==> config.mk <==
export PLATFORM = sky130hd
export DESIGN_NAME = tqvp_jnms_pdm_tx
export DESIGN_NICKNAME = d
export VERILOG_FILES = /design/src/rtl/tqvp_jnms_pdm_tx_pkg.sv /design/src/rtl/tqvp_jnms_pdm_tx_sigma_delta.sv /design/src/rtl/tqvp_jnms_pdm_tx.sv
export SDC_FILE = /design/constraint.sdc
export NUM_CORES = 1
export LEC_CHECK = 0
export CORE_MARGIN = 2
export CORE_UTILIZATION = 30
export CTS_BUF_LIST = sky130_fd_sc_hd__clkbuf_8
export DETAILED_ROUTE_END_ITERATION = 8
export GPL_TIMING_DRIVEN = 0
export PLACE_DENSITY_LB_ADDON = 0.12
export SYNTH_ARGS = -nofsm -noshare
export SYNTH_HDL_FRONTEND = slang
export SYNTH_SLANG_ARGS = --single-unit
export TNS_END_PERCENT = 100
==> constraint.sdc <==
create_clock -name clk -period 6.07 [get_ports clk]
set_clock_uncertainty 0.1 [all_clocks]
set_input_delay 1.214 -clock clk [delete_from_list [all_inputs] [get_ports clk]]
set_output_delay 1.214 -clock clk [all_outputs]
set_load 0.05 [all_outputs]
==> src/rtl/tqvp_jnms_pdm_tx_pkg.sv <==
// tqvp_jnms_pdm_tx_pkg: register map, STATUS layout, datapath widths and integrator saturation for the PDM transmitter.
package tqvp_jnms_pdm_tx_pkg;
  localparam logic [5:0] ADDR_CTRL   = 6'h00;
  localparam logic [5:0] ADDR_PERIOD = 6'h04;
  localparam logic [5:0] ADDR_OSR    = 6'h08;
  localparam logic [5:0] ADDR_DATA   = 6'h0C;
  localparam logic [5:0] ADDR_STATUS = 6'h10;
  localparam int ST_EMPTY    = 8;
  localparam int ST_FULL     = 9;
  localparam int ST_UNDERRUN = 16;
  localparam int ST_OVERFLOW = 17;
  localparam int SAMPLE_W = 16;
  localparam int INT_W    = 20;
  localparam int ACC_W    = INT_W + 2;
  localparam int LEVEL_W  = 5;
  localparam logic signed [ACC_W-1:0] SAT_HI = ACC_W'((1 << (INT_W - 1)) - 1);
  localparam logic signed [ACC_W-1:0] SAT_LO = -SAT_HI;
  localparam logic signed [ACC_W-1:0] FB_MAG = ACC_W'(32768);

  function automatic logic signed [INT_W-1:0] sat_int(input logic signed [ACC_W-1:0] v);
    return (v > SAT_HI) ? SAT_HI[INT_W-1:0] : (v < SAT_LO) ? SAT_LO[INT_W-1:0] : v[INT_W-1:0];
  endfunction

  function automatic logic signed [ACC_W-1:0] widen(input logic signed [INT_W-1:0] v);
    return {{(ACC_W - INT_W){v[INT_W-1]}}, v};
  endfunction
endpackage

==> src/rtl/tqvp_jnms_pdm_tx_sigma_delta.sv <==
// pdm_sigma_delta: PCM-to-PDM modulator, first order by default, second order when PDM_TX_ORDER2_EN is defined.
module pdm_sigma_delta
  import tqvp_jnms_pdm_tx_pkg::*;
(
  input  logic                clk,
  input  logic                rst_n,
  input  logic                clr,
  input  logic                step,
  input  logic [SAMPLE_W-1:0] sample,
  output logic                pdm_dat
);
  logic dat_q, dat_d;
`ifdef PDM_TX_ORDER2_EN
  logic signed [INT_W-1:0] s1_q, s1_d, s2_q, s2_d;
  logic signed [ACC_W-1:0] fb, s1n, s2n;
  always_comb begin
    fb = dat_q ? FB_MAG : -FB_MAG;
    s1n = widen(s1_q) + ACC_W'($signed(sample)) - fb;
    s2n = widen(s2_q) + widen(sat_int(s1n)) - fb;
    s1_d = clr ? '0 : step ? sat_int(s1n) : s1_q;
    s2_d = clr ? '0 : step ? sat_int(s2n) : s2_q;
    dat_d = clr ? 1'b0 : step ? !s2n[ACC_W-1] : dat_q;
  end
  always_ff @(posedge clk) begin
    if (!rst_n) begin
      s1_q <= '0;
      s2_q <= '0;
      dat_q <= 1'b0;
    end else begin
      s1_q <= s1_d;
      s2_q <= s2_d;
      dat_q <= dat_d;
    end
  end
`else
  logic [SAMPLE_W-1:0] acc_q, acc_d;
  logic [SAMPLE_W:0] sum;
  // offset-binary input makes the carry-out density exactly u/65536
  always_comb begin
    sum = {1'b0, acc_q} + {1'b0, sample ^ 16'h8000};
    acc_d = clr ? '0 : step ? sum[SAMPLE_W-1:0] : acc_q;
    dat_d = clr ? 1'b0 : step ? sum[SAMPLE_W] : dat_q;
  end
  always_ff @(posedge clk) begin
    if (!rst_n) begin
      acc_q <= '0;
      dat_q <= 1'b0;
    end else begin
      acc_q <= acc_d;
      dat_q <= dat_d;
    end
  end
`endif
  assign pdm_dat = dat_q;
endmodule

==> src/rtl/tqvp_jnms_pdm_tx.sv <==
// tqvp_jnms_pdm_tx: TinyQV PCM-to-PDM transmitter with sample FIFO, clock divider and OSR bit counter.
// Build option PDM_TX_ORDER2_EN selects the second-order modulator in pdm_sigma_delta.
module tqvp_jnms_pdm_tx
  import tqvp_jnms_pdm_tx_pkg::*;
#(
  parameter int FIFO_DEPTH = 4
) (
  input  logic        clk,
  input  logic        rst_n,
  input  logic [7:0]  ui_in,
  output logic [7:0]  uo_out,
  input  logic [5:0]  address,
  input  logic [31:0] data_in,
  input  logic [1:0]  data_write_n,
  input  logic [1:0]  data_read_n,
  output logic [31:0] data_out,
  output logic        data_ready,
  output logic        user_interrupt
);
  localparam int PW = $clog2(FIFO_DEPTH);
  localparam logic [LEVEL_W-1:0] DEPTH_L = LEVEL_W'(FIFO_DEPTH);
  localparam logic [LEVEL_W-1:0] HALF_L = LEVEL_W'(FIFO_DEPTH / 2);
  logic enable_q, enable_d, pdm_clk_q, pdm_clk_d, underrun_q, underrun_d, overflow_q, overflow_d;
  logic [7:0] period_q, period_d, osr_q, osr_d, phase_q, phase_d, bitcnt_q, bitcnt_d, bit_nx;
  logic [SAMPLE_W-1:0] sample_q, sample_d;
  logic [SAMPLE_W-1:0] mem_q [FIFO_DEPTH];
  logic [PW-1:0] rd_ptr_q, rd_ptr_d, wr_ptr_q, wr_ptr_d;
  logic [LEVEL_W-1:0] level_q, level_d;
  logic wr, run, step, pop_try, pop, push, push_ok, clr_st, pdm_dat;
  logic [31:0] status_rd;
  logic unused_ok;
  always_comb begin
    wr = data_write_n != 2'b11;
    run = enable_q && period_q > 8'd1;
    step = run && phase_q >= period_q - 8'd1;
    pop_try = step && bitcnt_q == 8'd0;
    pop = pop_try && level_q != '0;
    push = wr && address == ADDR_DATA;
    push_ok = push && (pop || level_q != DEPTH_L);
    clr_st = wr && address == ADDR_STATUS;
    enable_d = wr && address == ADDR_CTRL ? data_in[0] : enable_q;
    period_d = wr && address == ADDR_PERIOD ? data_in[7:0] : period_q;
    osr_d = wr && address == ADDR_OSR ? data_in[7:0] : osr_q;
    phase_d = run && !step ? phase_q + 8'd1 : 8'd0;
    pdm_clk_d = run && phase_d < (period_q >> 1);
    bit_nx = bitcnt_q + 8'd1;
    bitcnt_d = !enable_q ? 8'd0 : step ? (bit_nx == osr_q ? 8'd0 : bit_nx) : bitcnt_q;
    sample_d = pop ? mem_q[rd_ptr_q] : sample_q;
    rd_ptr_d = pop ? rd_ptr_q + PW'(1) : rd_ptr_q;
    wr_ptr_d = push_ok ? wr_ptr_q + PW'(1) : wr_ptr_q;
    level_d = level_q + LEVEL_W'(push_ok) - LEVEL_W'(pop);
    underrun_d = (underrun_q && !(clr_st && data_in[ST_UNDERRUN])) || (pop_try && level_q == '0);
    overflow_d = (overflow_q && !(clr_st && data_in[ST_OVERFLOW])) || (push && !push_ok);
  end
  always_ff @(posedge clk) begin
    if (!rst_n) begin
      enable_q <= 1'b0;
      period_q <= '0;
      osr_q <= '0;
      phase_q <= '0;
      pdm_clk_q <= 1'b0;
      bitcnt_q <= '0;
      sample_q <= '0;
      rd_ptr_q <= '0;
      wr_ptr_q <= '0;
      level_q <= '0;
      underrun_q <= 1'b0;
      overflow_q <= 1'b0;
    end else begin
      enable_q <= enable_d;
      period_q <= period_d;
      osr_q <= osr_d;
      phase_q <= phase_d;
      pdm_clk_q <= pdm_clk_d;
      bitcnt_q <= bitcnt_d;
      sample_q <= sample_d;
      rd_ptr_q <= rd_ptr_d;
      wr_ptr_q <= wr_ptr_d;
      level_q <= level_d;
      underrun_q <= underrun_d;
      overflow_q <= overflow_d;
    end
  end
  always_ff @(posedge clk) if (push_ok) mem_q[wr_ptr_q] <= data_in[SAMPLE_W-1:0];
  // the modulator sees the freshly popped sample on the step that pops it
  pdm_sigma_delta u_mod (
    .clk(clk),
    .rst_n(rst_n),
    .clr(!enable_q),
    .step(step),
    .sample(sample_d),
    .pdm_dat(pdm_dat)
  );
  always_comb begin
    status_rd = '0;
    status_rd[LEVEL_W-1:0] = level_q;
    status_rd[ST_EMPTY] = level_q == '0;
    status_rd[ST_FULL] = level_q == DEPTH_L;
    status_rd[ST_UNDERRUN] = underrun_q;
    status_rd[ST_OVERFLOW] = overflow_q;
  end
  assign data_out = address == ADDR_CTRL ? {31'b0, enable_q} :
                    address == ADDR_PERIOD ? {24'b0, period_q} :
                    address == ADDR_OSR ? {24'b0, osr_q} :
                    address == ADDR_DATA ? {{(32 - SAMPLE_W){sample_q[SAMPLE_W-1]}}, sample_q} :
                    address == ADDR_STATUS ? status_rd : 32'b0;
  assign uo_out = {5'b0, pdm_dat & enable_q, pdm_clk_q & enable_q, 1'b0};
  assign data_ready = 1'b1;
  assign user_interrupt = enable_q && level_q <= HALF_L;
  assign unused_ok = &{1'b0, ui_in, data_read_n, data_in[31:18]};
endmodule

==> impl_metrics.csv <==
group,metric,value,unit
cts,cts_setup_buffers,0,
grt,grt_max_degree,18,
finish,regArea,3520,um2
timing,hold_ws,366,ps
drt,via_count,5397,
timing,hold_viol_final,0,
finish,fin_cells,1131,
drt,drt_wl_total,19.4,mm
timing,post-route-period-util,0.951,
power,cellLeakagePower,3.50,nW
synthesis,syn_area_per_cell,10.9,um2
synthesis,syn_inst,703,
cts,clock-sinks,144,
timing,slew_headroom,0.289,
drt,wl_met3,495,um
place,gp_congestion,0.803,
synthesis,synth_top_area_frac,0.250,
floorplan,dieHeight,164,um
synthesis,synth-async-reset-ratio,0,
drt,wire_per_inst,17.1,um
place,dp_cells,1099,
run,maxCapViolCount,0,
floorplan,rows,58,
synthesis,netlist.top_cell.by_area,"edfxtp_1",
setup_path,critPathMaxFanout,17,
place,hpwlAfterDp,14.8,mm
finish,final_core_util,0.363,
finish,multi_input_area,3760,um2
power,p_per_area,205,nW/um2
grt,grt_first_pass_wirelength,29.9,mm
timing,report.final.slew_viol_count,0,
synthesis,ys_ff_latch,144,
synthesis,ys_types,68,
finish,layout-drive-gt1-share,0.132,
finish,layout_commonest_cell,"dfxtp_1",
finish,synthToLayoutAreaGrowth,19.0,%
setup_path,critPathKind,"input pin to primary output",
setup_path,required,4760,ps
drt,drc,0,
drt,met2_length,9.42,mm
setup_path,cpMaxStageDelayCell,"clkdlybuf4s50_1",
setup_path,end_kind,"primary output",
setup_path,slowest_delay,800,ps
timing,fin_ws,296,ps
cts,htree_levels,4,
timing,finalSetupTns,0,ps
floorplan,core-area,25200,um2
floorplan,dieArea,26900,um2
drt,wirelength_met1,9.27,mm
grt,gr-total-overflow,0,
place,numPortBuffers,61,
floorplan,start_util,0.305,
drt,antenna_left,0,
power,irDropWorstVdd,131,uV
finish,antenna_cells,0,
grt,antenna_found_initial,0,
cts,cts_buffers,17,
cts,hold_buffers,0,
drt,initialDrtViolationCount,190,
synthesis,syn-cell-area,7680,um2
floorplan,ios,94,
cts,cts_resized,0,
synthesis,synth-seq-area-share,0.459,
grt,grt_use_total,0.148,
setup_path,cp.arrival,4460,ps
finish,fillCellCount,2492,
floorplan,dieWidth,164,um
cts,clk_latency,450,ps
outcome,status,"finished clean",
timing,max_slew.worst_pin.slew,1060,ps
cts,clk_pin_slew,90,ps
drt,viasPerCell,4.77,
hold_path,hold_class,"flop to flop",
cts,clockBufferDepth,2,
synthesis,synth_flop_cell,"dfxtp_1",
timing,fin_crit,5770,ps
setup_path,crit_family,"buffers and inverters",
setup_path,crit_chain,"clkdlybuf4s50_1 > nor4_1 > and3_1 > clkbuf_1 > and2_1 > buf_4 > clkdlybuf4s50_1",
timing,finalSetupViolCount,0,
synthesis,synth-edff-count,64,
place,pre_cts_slack,275,ps
finish,final_cell_mix,"dfxtp_1 (80), edfxtp_1 (64), clkdlybuf4s50_1 (61)",
cts,cts_tree,"yes",
grt,grt_pass1_vias,5341,
timing,fmax,0.173,GHz
cts,clockRootBuffer,"clkbuf_8",
drt,routed.top_layer,"met4",
finish,layout.nets,889,
setup_path,cp_common_cell,"clkdlybuf4s50_1",
timing,rsz0062_at_grt,"false",
setup_path,start_kind,"input pin",
drt,firstDrtPassIters,4,
setup_path,crit_buf_inv,4,
synthesis,yosys_warnings,0,
synthesis,synthTopCellsByArea,"edfxtp_1 (25%), dfxtp_1 (21%), ha_1 (7.7%), mux4_2 (5.0%), mux2i_1 (3.5%)",
## report_power, final
group	switching, mW	internal (mW)	total (mW)
combinational	0.0393	0.0291	0.0684
clock	0.435	0.354	0.789
sequential	0.00170	1.01	1.01
## metrics by stage
stage | power, mW | area, um2
CTS | 1.90 | 9140
detailed placement | 1.10 | 8720
global route | 1.95 | 9140
global placement | 1.10 | 8720
finish | 1.87 | 9140
floorplan | 1.07 | 7700
## synthesized netlist by cell type, types with 17 or more instances
master / count
dfxtp_1: 80
edfxtp_1: 64
nand2_1: 48
ha_1: 47
nor2_1: 44
and2_1: 36
inv_1: 32
mux2i_1: 27
nor2b_1: 25
a21oi_1: 24
buf_4: 21
nand3_1: 21
o21ai_0: 21
xnor2_1: 18
mux4_2: 17
## path summary, 6_finish.rpt
| kind | start | endpoint | slack (ps) | cells after the start |
|---|---|---|---|---|
| hold / removal | u_mod.acc_q[6]$_SDFFE_PN0P_ | u_mod.acc_q[6]$_SDFFE_PN0P_ | 370 | 2 |
| setup reg to reg | period_q[2]$_SDFFE_PN0P_ | u_mod.acc_q[13]$_SDFFE_PN0P_ | 680 | 18 |
| setup / recovery | address[1] | data_out[23] | 300 | 7 |
| hold reg to reg | u_mod.acc_q[6]$_SDFFE_PN0P_ | u_mod.acc_q[6]$_SDFFE_PN0P_ | 370 | 2 |
## cell families (layout without fill, tap and decap cells)
family          Yosys count  after routing  synth area share
flops                   144            144             0.459
mux                      62             62             0.114
compound gates          111            111            0.0994
other cells               2              7          0.000978
buf+inv                  77            170            0.0533
xor+xnor                 33             33            0.0376
simple gates            225            225             0.154
fa+ha+maj                49             49            0.0818
## worst min-delay path, cell delays in order (launching register included)
cell and delay, ps:
dfxtp_1 320, nand2_1 50, a21oi_1 50
## layer usage
layer,up-vias,global-route usage
met4,0,0.0391
met1,2638,0.197
met5,-,0
li1,2679,-
met2,72,0.245
met3,8,0.0306
## state kept, by name, summed over array words and instances, names as in the netlist, named ones only
| register | cells |
|---|---|
| bitcnt_q | 8 |
| u_mod.pdm_dat | 1 |
| sample_q | 16 |
| level_q | 5 |
| u_mod.acc_q | 16 |
| underrun_q | 1 |
| wr_ptr_q | 2 |
| overflow_q | 1 |
| rd_ptr_q | 2 |
| phase_q | 8 |
| enable_q | 1 |
| mem_q | 64 |
| period_q | 8 |
| pdm_clk_q | 1 |
| osr_q | 8 |
## area by class of cell
| type | instances | area share |
|---|---|---|
| repair buffers | 61 | 0.0668 |
| multi-input cells | 487 | 0.412 |
| well taps | 330 | 0.0452 |
| plain buffers | 44 | 0.0307 |
| clock inverters | 15 | 0.0204 |
| flip-flops and latches | 144 | 0.385 |
| inverters | 33 | 0.0141 |
| clock buffers | 17 | 0.0256 |
Note: power is estimated with default switching activity, not from simulation.
